==> config.mk <==
export PLATFORM = sky130hd
export DESIGN_NAME = traffic_light
export DESIGN_NICKNAME = d
export VERILOG_FILES = /design/src/rtl/traffic_light.sv
export SDC_FILE = /design/constraint.sdc
export NUM_CORES = 1
export LEC_CHECK = 0
export BUFFER_PORTS_ARGS = -buffer_cell sky130_fd_sc_hd__buf_2
export CAP_MARGIN = 20
export CORE_ASPECT_RATIO = 1.25
export CORE_MARGIN = 2
export CORE_UTILIZATION = 60
export DETAILED_ROUTE_END_ITERATION = 6
export PLACE_DENSITY = 0.91
export SYNTH_ARGS = -nofsm -noshare
export SYNTH_HDL_FRONTEND = slang
export SYNTH_SLANG_ARGS = --single-unit
export TNS_END_PERCENT = 10
==> constraint.sdc <==
create_clock -name clk -period 7.7 [get_ports clk]
set_input_delay 2.31 -clock clk [delete_from_list [all_inputs] [get_ports clk]]
set_output_delay 2.31 -clock clk [all_outputs]
set_load 0.02 [all_outputs]
==> src/rtl/traffic_light.sv <==
`default_nettype none
// +--------------------------------------------------------------------------+
// | Module      : traffic_light                                              |
// | Description : Single-approach lamp sequencer (GREEN/YELLOW/RED) with a   |
// |               flashing-yellow attention mode, preferential green, a      |
// |               programmable green extension and a forced-red override.   |
// |               One clock period is 0.5 s.                                 |
// | Revision    : 1.0 - initial release                                      |
// +--------------------------------------------------------------------------+
module traffic_light (
  input  logic       clk,
  input  logic       rst,
  input  logic       attention,
  input  logic       preferential,
  input  logic       force_red,
  input  logic       preset,
  input  logic       preset_add,
  output logic [2:0] leds,
  output logic       lgreen
);

  // Phase lengths in ticks; a phase with limit N is visible for N+1 cycles.
  localparam logic [7:0] GREEN_BASE  = 8'd60;
  localparam logic [7:0] GREEN_PREF  = 8'd80;
  localparam logic [7:0] YELLOW_LAST = 8'd6;
  localparam logic [7:0] RED_LAST    = 8'd4;
  localparam logic [7:0] BLINK_HALF  = 8'd3;
  localparam logic [7:0] BLINK_LAST  = 8'd5;
  localparam logic [3:0] EXT_MAX     = 4'd8;

  localparam logic [2:0] LED_OFF    = 3'b000;
  localparam logic [2:0] LED_GREEN  = 3'b100;
  localparam logic [2:0] LED_YELLOW = 3'b010;
  localparam logic [2:0] LED_RED    = 3'b001;

  typedef enum logic [2:0] {
    S_IDLE   = 3'd0,
    S_PRESET = 3'd1,
    S_GREEN  = 3'd2,
    S_YELLOW = 3'd3,
    S_RED    = 3'd4,
    S_ATT    = 3'd5
  } state_t;

  state_t     state_q, state_d;
  logic [7:0] cnt_q, cnt_d;
  logic [3:0] ext_n_q, ext_n_d;
  logic       lgreen_q, lgreen_d;

  logic [7:0] green_base;
  logic [7:0] ext_ticks;
  logic [7:0] green_limit;

  // Green limit: base plus 20 ticks per extension (20*n = 16*n + 4*n); max 240.
  always_comb begin
    green_base  = preferential ? GREEN_PREF : GREEN_BASE;
    ext_ticks   = {ext_n_q, 4'b0000} + {2'b00, ext_n_q, 2'b00};
    green_limit = green_base + ext_ticks;
  end

  // Next-state logic; priority is attention, then force_red, then normal flow.
  always_comb begin
    state_d  = state_q;
    cnt_d    = cnt_q;
    ext_n_d  = ext_n_q;
    lgreen_d = 1'b0;

    if (attention) begin
      if (state_q == S_ATT) begin
        // Keep blinking: cnt walks 0..5, lamp is lit in the upper half.
        cnt_d = (cnt_q >= BLINK_LAST) ? 8'd0 : cnt_q + 8'd1;
      end else begin
        state_d = S_ATT;
        cnt_d   = 8'd0;
      end
    end else if (force_red &&
                 (state_q == S_GREEN || state_q == S_YELLOW || state_q == S_RED)) begin
      // Holding cnt at 0 means red runs its full length once released.
      state_d = S_RED;
      cnt_d   = 8'd0;
    end else begin
      case (state_q)
        S_IDLE: begin
          if (preset) begin
            state_d = S_PRESET;
          end else begin
            state_d = S_GREEN;
            cnt_d   = 8'd0;
          end
        end
        S_PRESET: begin
          if (preset_add && (ext_n_q < EXT_MAX)) begin
            ext_n_d  = ext_n_q + 4'd1;
            lgreen_d = 1'b1;
          end
          if (!preset) begin
            state_d = S_GREEN;
            cnt_d   = 8'd0;
          end
        end
        S_GREEN: begin
          if (cnt_q >= green_limit) begin
            state_d = S_YELLOW;
            cnt_d   = 8'd0;
          end else begin
            cnt_d = cnt_q + 8'd1;
          end
        end
        S_YELLOW: begin
          if (cnt_q == YELLOW_LAST) begin
            state_d = S_RED;
            cnt_d   = 8'd0;
          end else begin
            cnt_d = cnt_q + 8'd1;
          end
        end
        S_RED: begin
          if (cnt_q == RED_LAST) begin
            state_d = S_GREEN;
            cnt_d   = 8'd0;
          end else begin
            cnt_d = cnt_q + 8'd1;
          end
        end
        S_ATT: begin
          // Attention dropped: resume the cycle from a full red phase.
          state_d = S_RED;
          cnt_d   = 8'd0;
        end
        default: begin
          state_d = S_IDLE;
          cnt_d   = 8'd0;
        end
      endcase
    end
  end

  // State registers with synchronous reset; reset also kills a pending lgreen.
  always_ff @(posedge clk) begin
    if (rst) begin
      state_q  <= S_IDLE;
      cnt_q    <= 8'd0;
      ext_n_q  <= 4'd0;
      lgreen_q <= 1'b0;
    end else begin
      state_q  <= state_d;
      cnt_q    <= cnt_d;
      ext_n_q  <= ext_n_d;
      lgreen_q <= lgreen_d;
    end
  end

  // Moore lamp decode from state and blink phase.
  always_comb begin
    leds = LED_OFF;
    case (state_q)
      S_GREEN:  leds = LED_GREEN;
      S_YELLOW: leds = LED_YELLOW;
      S_RED:    leds = LED_RED;
      S_ATT:    leds = (cnt_q >= BLINK_HALF) ? LED_YELLOW : LED_OFF;
      default:  leds = LED_OFF;
    endcase
  end

  assign lgreen = lgreen_q;

endmodule
`default_nettype wire

; ---- After elaboration in Yosys (flattened, before gate mapping)
; Index checks and enable logic that the tools add are counted.
[word_totals]
ff_bits = 16
output_inout_bits = 4
[op_classes]
add_sub_neg = 4
order_cmp = 4
n_eq_ne = 13
mux = 22
n_bitwise = 3
n_reduce_logical = 9
[op_table]
columns = op, count
row1 = 2-to-1 mux 8 bit, 8
row2 = one-hot mux 8 bit (4 select lines), 1
row3 = 2-to-1 mux 3 bit, 7
row4 = one-hot mux 3 bit (6 select lines), 1
row5 = "== test 8 x 3 -> 1 bit, second input constant", 2
row6 = "inequality test 4 x 2 -> 1 bit, second input constant", 3
row7 = one-hot mux 3 bit (4 select lines), 1
row8 = adder 7 x 8 -> 8 bit, 1
row9 = "adder 8 x 1 -> 8 bit, second input constant", 1
row10 = adder 8 x 6 -> 8 bit, 1
row11 = "greater-or-equal comparator 8 x 2 -> 1 bit, second input constant", 1
row12 = "greater-or-equal comparator 8 x 3 -> 1 bit, second input constant", 1
row13 = greater-or-equal comparator 8 bit, 1
row14 = 2-to-1 mux 7 bit, 1
row15 = "== test 3 x 2 -> 1 bit, second input constant", 2
row16 = "== test 3 bit, second input constant", 2
row17 = AND reduction 5 bit, 1
row18 = "adder 4 x 1 -> 4 bit, second input constant", 1
row19 = "less-than comparator 4 bit, second input constant", 1
row20 = 2-to-1 mux 2 bit, 2
row21 = "inequality test 4 x 3 -> 1 bit, second input constant", 1
row22 = "inequality test 4 bit, second input constant", 1
row23 = AND reduction 4 bit, 1
row24 = OR reduction 4 bit, 1
row25 = 8 further kinds, 12

; ---- Logic depth before layout (Yosys ltp)
[depth]
word_depth = 7
ltp_mapped = 15

; ---- Least setup slack after synthesis
; OpenSTA, ideal clock, no wires.
[synth_timing]
path_type = input -> register
start = input preferential
end = register state_q[2]
setup_time_ns = 0.121
t_arrival_ns = 4.738
required_ns = 7.579
setup_slack_ns = 2.840
path_stages = 15
path_cell_list = inv_1 > ha_1 > ha_1 > inv_1 > fa_1 > inv_1 > a21o_1 > a21oi_1 > xnor2_1 > ha_1 > o211ai_1 > a21oi_1 > o211ai_2 > a22oi_4 > mux2_4
[synth_via]
elab_chain_cells = 5
[synth_rtl]
columns = element, line
row1 = "start, declared", 14  ; input logic preferential,
row2 = 2-to-1 mux 7 bit, 56  ; green_base = preferential ? GREEN_PREF : GREEN_BASE;
row3 = adder 7 x 8 -> 8 bit, 58  ; green_limit = green_base + ext_ticks;
row4 = greater-or-equal comparator 8 bit, 102  ; if (cnt_q >= green_limit) begin
row5 = inequality test 4 x 2 -> 1 bit (no source line), n/a
row6 = AND reduction 5 bit (no source line), n/a
row7 = "end signal, assigned", 146  ; state_q <= state_d;
row8 = "end, declared", 45  ; state_t state_q, state_d;
; No other way between the ends.
; A chain may end at the register's enable or synchronous reset.

; ---- Worst setup path in the final report
; Same ends and word-level chain as after synthesis.

==> qor.csv <==
metric;value;unit
vias in the first global route;1153;
Clk pin slew, worst setup/hold paths;0.08;ns
critical path peak fanout;3;
power density cells;127.4;mW/mm2
fmax;203.3;MHz
routability cong.;0.8708;
CTS hold repair buffers;0;
Core Box Area;0.002211;mm2
H-tree depth;1;
Distinct cells, synth;46;
sw frac;32.74;%
Yosys Warn Count;0;
row cnt;19;
Worst setup SP type;input port;
Async SR Flop Fraction;0;%
Clock Skew;0.001148;ns
Max Slew Vio Count;0;
sequential area share after synthesis;22.76;%
clk_lat worst skew;0.28;ns
Layout area overhead;6.400;%
final hold vios;0;
CTS tree;built;
layout cell share with drive strength beyond 1;13.02;%
WS Path Type;input port to flip-flop;
clock sink count;16;
CP peak stage delay;0.44;ns
Static Leak;0.6892;nW
Crit-path slowest cell;fa_1;
outcome;finished, final reports clean;
Detailed Route WL;2.786;mm
Slew HR;68.81;%
ANT cells;0;
largest net degree at the start of global routing;15;
vias per cell;5.870;
Mapped Cells;160;
peak supply drop;0.00009614;V
Mapped Area;0.001408;mm2
RSZ-0062 raised after global routing;no;
Slew @ Worst Pin;0.4672;ns
DRC errors left;0;
Buf+Inv Stages, Crit Path;2;
Initial Utilization;63.67;%
initial antenna violation count;0;
Req. time, crit path;7.88;ns
syn_area_per_cell;8.798;um2
Reg power frac;49.1;%
global route total overflow;0;
crit path DAT;5.10;ns
Min Hold Slack;0.5924;ns
TritonRoute pass-1 iters;4;
DR WL/cell;13.93;um
internal power;0.1283;mW
CP top delay family;adder cells;
Vias;1174;
number of synthesized flops with an enable pin;0;
Initial DRC Count;21;
I/O Buffers;10;
syn nets;191;
endpoints failing setup;0;
Clock power frac;22.4;%
Max Cap Viol;0;
setup TNS;0;ns
CTS root buffer;clkbuf_4;
Die ar.;0.002752;mm2
Tmin final;4.918;ns
height of the die;58.16;um
Clock Path Buffers;2;
post-route ant nets;0;
CTS buffer count;3;
Main synth FF type;dfxtp_1;
Hold Path Class;flip-flop to flip-flop;
crit path cell chain;buf_2, inv_1, fa_1, ha_1, a21o_1, a21oi_1, xnor2_1, ha_1, a21oi_1, nand3_1, o211ai_2, a22oi_4, mux2_4;
Final nets;202;
Boundary Pins;11;
first-pass GRT wire length;4.933;mm
final cycle utilization of the critical path;63.87;%
GRT Total Usage;24.28;%
cell taking the most area after synthesis;dfxtp_1;
Layout fillers;178;
leading post-synthesis cells by cell area;dfxtp_1, ha_1, nor2_1;
Synth top area share;22.76;%
setup bufs post-CTS;0;
post-CTS sizing;0;
post-DP HPWL;2.205;mm
CP endpoint kind;flip-flop;
die span in x;47.32;um
flop and latch count out of synthesis;16;
Comb power frac;28.5;%
switching power total;0.06247;mW
-- per-stage QoR --
stage / setup slack [ns] / power (mW) / instance area [um2] / utilization [%] / instances
floorplan: 2.840 / 0.1369 / 1408 / - / 160
global placement: 2.621 / 0.1457 / 1475 / 66.72 / 197
detailed placement: 2.490 / 0.1494 / 1475 / 66.72 / 197
CTS: 2.807 / 0.1921 / 1498 / 67.74 / 200
global route: 2.618 / 0.2026 / 1498 / 67.74 / 200
finish: 2.782 / 0.1908 / 1498 / 67.74 / 200
-- layer usage --
| metal | up-vias | track usage [%] | share of wire [%] |
|---|---|---|---|
| met5 | - | 0 | 0 |
| li1 | 581 | - | - |
| met1 | 561 | 30.38 | 42 |
| met3 | 5 | 5.919 | 4.5 |
| met4 | 0 | 5.952 | 1.0 |
| met2 | 27 | 40.54 | 52 |
-- state kept, by name, summed over array words and instances (netlist names) --
| name | flops |
|---|---|
| cnt_q | 8 |
| ext_n_q | 4 |
| state_q | 3 |
| lgreen | 1 |
-- power groups by stage --
stage          Combinational, mW  Clock (mW)  Sequential [mW]
5_1_grt                   0.0611      0.0470           0.0946
3_3_place_gp              0.0510           0           0.0947
6_report                  0.0544      0.0427           0.0937
4_1_cts                   0.0543      0.0443           0.0934
2_1_floorplan             0.0467           0           0.0901
3_5_place_dp              0.0540           0           0.0954
-- layout make-up --
cell class / count / area [um2] / share of cell area (%)
multi-input cells: 125 / 1010 / 67.42
inverters: 15 / 56.30 / 3.759
clock buffers: 3 / 22.52 / 1.504
well taps: 31 / 38.79 / 2.590
flip-flops and latches: 16 / 320.3 / 21.39
repair buffers: 10 / 50.05 / 3.342
-- cell usage after synthesis (2+ instances only) --
master	number
xnor2_1	5
xor2_1	8
nand3_1	2
and3_1	2
inv_1	14
nand2b_1	6
o211ai_1	2
nand2_1	6
nor4b_1	2
dfxtp_1	16
a211oi_1	3
fa_1	2
a21o_1	2
mux2i_1	3
nor3_1	3
nand4_1	5
a21oi_1	8
nor2_1	19
ha_1	22
buf_2	2
nor2b_1	3
-- worst min-delay path, delay by kind of cell (launching register included) --
kind               cells  cell delay, ns
AOI/OAI and AO/OA      1            0.07
DFF                    1            0.41
and+or+nand+nor        1            0.08
-- worst paths after layout --
| kind | from | to | slack [ns] | cells after the start |
|---|---|---|---|---|
| hold / removal | ext_n_q[3] | ext_n_q[3] | 0.59 | 2 |
| setup / recovery | preferential | state_q[2] | 2.78 | 13 |
| hold reg to reg | ext_n_q[3] | ext_n_q[3] | 0.59 | 2 |
| setup reg to reg | ext_n_q[0] | state_q[2] | 4.54 | 13 |
-- cell families (layout without fill, tap and decap cells) --
family	Yosys count	count (layout)	synth area share (%)
AND/OR/NAND/NOR	55	55	21.60
AO/OA/AOI/OAI	29	29	16.44
adder cells (fa/ha/maj)	24	24	22.40
buffers and inverters	19	28	5.511
flip-flops	16	16	22.76
XOR/XNOR	13	13	8.089
multiplexers	4	4	3.200
-- cells in the final DEF (no fill, tap or decap), types with 5 or more instances in the layout --
master and instances:
a21oi_1 8, inv_1 14, nand4_1 5, ha_1 22, nor2_1 19, dfxtp_1 16
buf_2 10, nand2_1 6, xnor2_1 5, nand2b_1 6, xor2_1 8
No activity file was read; power rests on OpenSTA's default activity.
